==> src/rtl/booth_seq_mult_if.sv <==
// rtl/booth_seq_mult_if.sv - request/result bundle for the sequential Booth multiplier (ovf under MULT_OVF_FLAG_EN)
interface booth_seq_mult_if #(
  parameter int WIDTH = 5
);
  logic               start;
  logic [WIDTH-1:0]   Mcand;
  logic [WIDTH-1:0]   Mplier;
  logic               busy;
  logic               done;
  logic [2*WIDTH-1:0] out;
`ifdef MULT_OVF_FLAG_EN
  logic               ovf;
`endif

  modport master (
    output start, Mcand, Mplier,
    input  busy, done, out
`ifdef MULT_OVF_FLAG_EN
    , input ovf
`endif
  );

  modport slave (
    input  start, Mcand, Mplier,
    output busy, done, out
`ifdef MULT_OVF_FLAG_EN
    , output ovf
`endif
  );
endinterface

==> src/rtl/booth_seq_mult.sv <==
// rtl/booth_seq_mult.sv - radix-2 Booth sequential signed multiplier, one step per clock (optional ovf via MULT_OVF_FLAG_EN)
module booth_seq_mult #(
  parameter int WIDTH = 5
) (
  input  logic            clk,
  input  logic            rst_n,
  booth_seq_mult_if.slave bus
);
  localparam int CW = $clog2(WIDTH + 1);

  typedef enum logic [1:0] {
    IDLE = 2'd0,
    RUN  = 2'd1,
    DONE = 2'd2
  } state_t;

  state_t             state;
  state_t             state_nxt;
  logic [WIDTH:0]     acc;
  logic [WIDTH-1:0]   q;
  logic               q_1;
  logic [WIDTH-1:0]   mcand;
  logic [CW-1:0]      cnt;
  logic [2*WIDTH-1:0] prod_r;
  logic [WIDTH:0]     mc_ext;
  logic [WIDTH:0]     sum;
  logic [2*WIDTH-1:0] prod_fin;
  logic               accept;

  assign accept   = bus.start && (state != RUN);
  assign mc_ext   = {mcand[WIDTH-1], mcand};
  assign prod_fin = {acc[WIDTH-1:0], q};

  always_ff @(posedge clk or negedge rst_n) begin
    if (!rst_n) begin
      state <= IDLE;
    end else begin
      state <= state_nxt;
    end
  end

  always_comb begin
    state_nxt = state;
    case (state)
      IDLE:    state_nxt = bus.start ? RUN : IDLE;
      RUN:     state_nxt = (cnt == '0) ? DONE : RUN;
      DONE:    state_nxt = bus.start ? RUN : IDLE;
      default: state_nxt = IDLE;
    endcase
  end

  always_comb begin
    bus.busy = (state == RUN);
    bus.done = (state == DONE);
    bus.out  = prod_r;
  end

  // The accumulator carries one guard bit so that subtracting the most-negative multiplicand cannot wrap.
  always_comb begin
    case ({q[0], q_1})
      2'b01:   sum = acc + mc_ext;
      2'b10:   sum = acc - mc_ext;
      default: sum = acc;
    endcase
  end

  // The cycle with cnt==0 only publishes the product; the shifts happen while cnt counts down.
  always_ff @(posedge clk or negedge rst_n) begin
    if (!rst_n) begin
      acc    <= '0;
      q      <= '0;
      q_1    <= 1'b0;
      mcand  <= '0;
      cnt    <= '0;
      prod_r <= '0;
    end else if (accept) begin
      mcand <= bus.Mcand;
      q     <= bus.Mplier;
      acc   <= '0;
      q_1   <= 1'b0;
      cnt   <= CW'(WIDTH);
    end else if (state == RUN) begin
      if (cnt != '0) begin
        acc <= {sum[WIDTH], sum[WIDTH:1]};
        q   <= {sum[0], q[WIDTH-1:1]};
        q_1 <= q[0];
        cnt <= cnt - CW'(1);
      end else begin
        prod_r <= prod_fin;
      end
    end
  end

`ifdef MULT_OVF_FLAG_EN
  logic ovf_r;
  logic ovf_fin;

  assign ovf_fin = !((&prod_fin[2*WIDTH-1:WIDTH-1]) || (~|prod_fin[2*WIDTH-1:WIDTH-1]));
  assign bus.ovf = ovf_r;

  always_ff @(posedge clk or negedge rst_n) begin
    if (!rst_n) begin
      ovf_r <= 1'b0;
    end else if ((state == RUN) && (cnt == '0)) begin
      ovf_r <= ovf_fin;
    end
  end
`endif

endmodule

==> src/flat_wrapper.sv <==
// flat-port wrapper written by rule: the top's interface ports become plain ports
module booth_seq_mult_flat 
#(
  parameter int WIDTH = 5
)
  (clk, rst_n, bus_start, bus_Mcand, bus_Mplier, bus_busy, bus_done, bus_out);
  booth_seq_mult_if #(.WIDTH(WIDTH)) bus_i ();
  input  logic clk;
  input  logic rst_n;
  input wire logic [$bits(bus_i.start)-1:0] bus_start;
  input wire logic [$bits(bus_i.Mcand)-1:0] bus_Mcand;
  input wire logic [$bits(bus_i.Mplier)-1:0] bus_Mplier;
  output wire logic [$bits(bus_i.busy)-1:0] bus_busy;
  output wire logic [$bits(bus_i.done)-1:0] bus_done;
  output wire logic [$bits(bus_i.out)-1:0] bus_out;
  assign bus_i.start = bus_start;
  assign bus_i.Mcand = bus_Mcand;
  assign bus_i.Mplier = bus_Mplier;
  assign bus_busy = bus_i.busy;
  assign bus_done = bus_i.done;
  assign bus_out = bus_i.out;
  booth_seq_mult #(.WIDTH(WIDTH)) u_core (.clk(clk), .rst_n(rst_n), .bus(bus_i));
endmodule
==> config.mk <==
export PLATFORM = sky130hd
export DESIGN_NAME = booth_seq_mult_flat
export DESIGN_NICKNAME = d
export VERILOG_FILES = /design/src/rtl/booth_seq_mult_if.sv /design/src/rtl/booth_seq_mult.sv /design/src/flat_wrapper.sv
export SDC_FILE = /design/constraint.sdc
export NUM_CORES = 1
export LEC_CHECK = 0
export CAP_MARGIN = 5
export CELL_PAD_IN_SITES_DETAIL_PLACEMENT = 0
export CELL_PAD_IN_SITES_GLOBAL_PLACEMENT = 1
export CORE_ASPECT_RATIO = 1.2
export CORE_MARGIN = 1
export CORE_UTILIZATION = 40
export DETAILED_ROUTE_END_ITERATION = 16
export PLACE_DENSITY = 0.79
export SLEW_MARGIN = 0
export SYNTH_ARGS = -nofsm -noshare
export SYNTH_HDL_FRONTEND = slang
export SYNTH_SLANG_ARGS = --single-unit
==> constraint.sdc <==
create_clock -name clk -period 4.05 [get_ports clk]
set_input_delay 0.81 -clock clk [delete_from_list [all_inputs] [get_ports clk]]
set_output_delay 0.81 -clock clk [all_outputs]
set_load 0.05 [all_outputs]
==> After elaboration in Yosys (flattened, before gate mapping) <==
Index checks and enable logic that the tools add are counted.
{ "totals": {"reg_bits": 32, "input_bits": 13, "wordCells": 42} }
{ "op_classes": {"mux": 16, "n_bitwise": 2, "n_eq_ne": 5, "reduce_logical": 9, "add_sub_neg": 3} }
{ "op_table": {"columns": ["op", "count"], "rows": [
  ["6-bit two-way mux", 3],
  ["5-bit two-way mux", 3],
  ["6-bit one-hot mux with 2 select lines", 1],
  ["3-bit two-way mux", 3],
  ["6-bit adder", 1],
  ["6-bit subtractor", 1],
  ["2-bit by 1-bit == test with 1-bit output (second input constant)", 2],
  ["2-bit == test (second input constant)", 2],
  ["1-bit two-way mux", 4],
  ["2-bit one-hot mux with 2 select lines", 1],
  ["2-bit nonzero test", 2],
  ["3-bit logical NOT", 1],
  ["3-bit AND reduction", 1],
  ["3-bit nonzero test", 1],
  ["3-bit by 1-bit subtractor with 3-bit output (second input constant)", 1],
  ["2-bit logical NOT", 1],
  ["2-bit two-way mux", 1],
  ["2-bit by 1-bit != test with 1-bit output (second input constant)", 1],
  ["1-bit NOT", 2],
  ["2-bit AND reduction", 1],
  ["2-bit OR reduction", 1],
  ["1-bit logical AND", 1]
]} }

==> Depth between registers and ports, before layout <==
{ "logic_depth": {"ltp_word": 5, "ltp_mapped": 10, "mapped_depth_nobuf": 10} }

==> Least setup slack after synthesis <==
OpenSTA, ideal clock, no wires.
{ "synth_timing": {"path_kind": "register to register", "start": "reg u_core.q_1", "end": "reg u_core.acc[4]", "slack_ns": 2.129, "path_stages_with_launch": 10, "required_ns": 3.927, "n_path_buf": 0, "arrival_ns": 1.798, "cell_sequence": "dfrtp_1 inv_1 ha_1 mux2i_1 ha_1 nor2b_1 o2111ai_1 nand4b_1 xnor2_1 o21ai_1"} }
{ "synth_between": {"elab_chain_len": 5} }
{ "synth_lines": {"columns": ["element", "line", "text"], "rows": [
  ["from (decl)", "booth_seq_mult.sv:21", "logic q_1;"],
  ["from (signal assigned)", "booth_seq_mult.sv:86", "q_1 <= q[0];"],
  ["2-bit == test / 2-bit by 1-bit == test with 1-bit output (equally long branches)", "booth_seq_mult.sv:60", "case ({q[0], q_1})"],
  ["6-bit one-hot mux with 2 select lines *", "booth_seq_mult.sv:60", null],
  ["6-bit two-way mux *", "booth_seq_mult.sv:83", "if (cnt != '0) begin"],
  ["6-bit two-way mux *", "booth_seq_mult.sv:82", "end else if (state == RUN) begin"],
  ["6-bit two-way mux *", "booth_seq_mult.sv:76", "end else if (accept) begin"],
  ["to (signal assigned)", "booth_seq_mult.sv:84", "acc <= {sum[WIDTH], sum[WIDTH:1]};"],
  ["to (decl)", "booth_seq_mult.sv:19", "logic [WIDTH:0] acc;"]
]} }
Mark *: on every way between the ends. The rest lies on a longest branch, timed or not. The select of a mux whose other input is x is not followed.
A chain may end at the register's enable or synchronous reset.

==> Final worst setup path <==
{ "layout_timing": {"start": "reg u_core.state[1]", "end": "out bus_busy"} }
{ "layout_between": {"elab_chain_len": 1} }
{ "layout_lines": {"columns": ["element", "line", "text"], "rows": [
  ["from (decl)", "booth_seq_mult.sv:17", "state_t state;"],
  ["from (signal assigned)", "booth_seq_mult.sv:38", "state <= state_nxt;"],
  ["2-bit by 1-bit == test with 1-bit output", "booth_seq_mult.sv:53", "bus.busy = (state == RUN);"],
  ["to (decl)", "flat_wrapper.sv:13", "output wire logic [$bits(bus_i.busy)-1:0] bus_busy;"]
]} }
No other way between the ends.

==> results.cfg <==
[synth]
synthesis.nets = 179
synth_largest_type_area_fraction = 0.4878
synth.most_common_cell = dfrtp_1
synth-main-ff-cell = dfrtp_1
syn_area_um2 = 1590
synth.yosys.seq_area_share = 0.4878
post_synth_most_frequent_cells = dfrtp_1, nand2_1, inv_1
synthArstFlopShare = 1.000
number_of_synthesized_flops_with_an_enable_pin = 0
synthesis.yosys.warnings = 0
synthCells = 156
synth_cell_type_count = 32
synth_area_per_cell_um2 = 10.19
synth_top_cell_by_area = dfrtp_1
ys_ff_latch = 31
netlist_top_cells_area = dfrtp_1, ha_1, mux2_2

[timing]
maxSlewHeadroom = 0.4031
final-hold-violation-count = 0
fin_crit_sh = 0.6583
final.setup.tns_ns = 0
setup_clock_skew_after_layout_ns = 0.004877
rsz0062_at_grt = no
hold-worst-slack_ns = 0.4919
worst_slew_pin_slew_ns = 0.8920
timing.final.max_slew_violations = 0
fmax_ghz = 0.3751
final_setup_violation_count = 0
setup_ws_ns = 1.384
final_period_minus_worst_setup_slack_ns = 2.666

[clocking]
clock_tree.root_cell = clkbuf_8
clock_sink_count = 31
cts.htree.levels = 2
cts-resized-gates = 0
cts_hold_buffers = 0
post-cts-setup-buffers = 0
worst_skew_pair.late_latency_ns = 0.28
clockBufferDepth = 2
cts_tree = yes
cts-buffers-inserted = 5
clk_pin_slew_ns = 0.06

[finish]
multi_input_comb_area_um2 = 744.5
final_nets = 206
fin_cells = 236
fillers = 357
count_of_antenna_diodes_in_the_layout = 0
layout-area-overhead-vs-synth_pct = 22.97
ff_latch_area_um2 = 775.7
post_route_cells_drive_above_1_share = 0.1141

[floorplanning]
die_height_um = 71.07
core_region_area_um2 = 3724
fp.dieW_um = 59.56
dieArea_um2 = 4233
num_io_pins = 25
rows = 24
initial_utilization = 0.4271

[worst_hold_path]
timing.hold.worst.class = flip-flop to flip-flop

[outcome]
outcome = complete, no violations

[routing]
routed_via_count = 1185
dr.first_iter.drc_count = 27
routed_wire_length_per_instance_um = 13.47
drc_violations_left = 0
drt-total-wl_mm = 3.179
mean_number_of_vias_per_cell = 5.021
drt_first_pass_iters = 4
postRouteAntennaNets = 0

[global_route]
first_global_vias = 1214
global_route_wire_length_before_repair_mm = 5.485
grt_start_max_net_pins = 32
number_of_antenna_violations_at_the_first_check_in_global_routing = 0
globalRouteTotalUtil = 0.1772
grt_overflow_total = 0

[placement]
routabilityCongestion = 0.8011
detailedPlacementHpwl_mm = 2.386
post-place-ws_ns = 1.663
io_buffer_count = 24
dp_cells = 228

[setup_path]
crit_path_end_kind = output port
worstPathMaxFanout = 4
crit_path_start_kind = flip-flop
worst-setup-path-type = flip-flop to output port
critical_path_arrival_ns = 1.86
timing.critical_path.cells = nand2b_2 -> inv_1 -> clkdlybuf4s50_1
worst-endpoint-required_ns = 3.24
critical-path-top-delay-family = buffers and inverters
crit_path_max_incr_delay_ns = 0.83
timing.critical_path.slowest_stage_cell = clkdlybuf4s50_1
worstPathBufferInverterCount = 2

[flow_run]
drv.max_cap_violation_count = 0
[per-stage QoR]
| step | util | area, um^2 |
|---|---|---|
| after global routing | 0.5252 | 1956 |
| after floorplan | - | 1590 |
| after global placement | 0.5034 | 1874 |
| after detailed placement | 0.5034 | 1874 |
| after CTS | 0.5252 | 1956 |
| final | 0.5252 | 1956 |
[path summary, 6_finish.rpt]
| path | startpoint | endpoint | slack (ns) | cells after the start |
|---|---|---|---|---|
| max | u_core.state[1]$_DFF_PN0_ | bus_busy | 1.38 | 3 |
| min | u_core.cnt[0]$_DFFE_PN0P_ | u_core.cnt[0]$_DFFE_PN0P_ | 0.49 | 1 |
| min in group asynchronous | rst_n | u_core.bus.out[1]$_DFFE_PN0P_ | 0.92 | 2 |
| min reg2reg | u_core.cnt[0]$_DFFE_PN0P_ | u_core.cnt[0]$_DFFE_PN0P_ | 0.49 | 1 |
| max in group asynchronous | rst_n | u_core.q[1]$_DFFE_PN0P_ | 2.85 | 2 |
| max reg2reg | u_core.mcand[0]$_DFFE_PN0P_ | u_core.acc[4]$_DFFE_PN0P_ | 1.87 | 9 |
[flip-flops by register name, indices dropped and copies added, names as in the netlist]
| name | cells |
|---|---|
| u_core.cnt | 3 |
| u_core.q | 5 |
| u_core.q_1 | 1 |
| u_core.bus.out | 10 |
| u_core.acc | 5 |
| u_core.mcand | 5 |
| u_core.state | 2 |
[final cells by class]
class	count	share of cell area
sequential	31	0.3967
multi-input combinational	109	0.3807
timing repair buffer	25	0.1267
clock buffer	7	0.03903
tap	52	0.03327
inverter	11	0.02111
clock inverter	1	0.002559
[cells by family after synthesis]
| family | count (synthesis) | share of synthesized area |
|---|---|---|
| buffers and inverters | 16 | 0.04406 |
| AO/OA/AOI/OAI | 28 | 0.1094 |
| flip-flops | 31 | 0.4878 |
| AND/OR/NAND/NOR | 51 | 0.1479 |
| XOR/XNOR | 8 | 0.04406 |
| multiplexers | 12 | 0.08340 |
| adder cells (fa/ha/maj) | 10 | 0.08340 |
[metal layers]
| layer | vias to the layer above | part of all wire | global-route usage |
|---|---|---|---|
| met4 | 0 | 0.016 | 0.07494 |
| met1 | 571 | 0.43 | 0.2074 |
| met3 | 5 | 0.043 | 0.05667 |
| met2 | 25 | 0.51 | 0.2946 |
| li1 | 584 | - | - |
| met5 | - | 0 | 0 |
[placed cells by master (no fill, tap or decap), types with 4 or more instances in the layout]
cell             instances
mux2_2                  10
inv_1                   11
dfrtp_1                 31
clkdlybuf4s50_1         24
ha_1                     9
a22oi_1                  4
clkbuf_8                 5
nor2_1                   8
a21oi_1                  6
nand2_1                 30
o21ai_0                 10
xnor2_1                  7
[worst register-to-register path, stage by stage, from the launching register on]
cell and delay (ns):
dfrtp_1 0.42, inv_1 0.08, ha_1 0.29, mux2i_1 0.26, ha_1 0.28, nor2b_1 0.14, o2111ai_1 0.18, nand4b_1 0.13
xnor2_1 0.20, o21ai_1 0.08
Power is not shown: default switching activity piles up to over one toggle a cycle in this logic, so the estimate is an artifact.
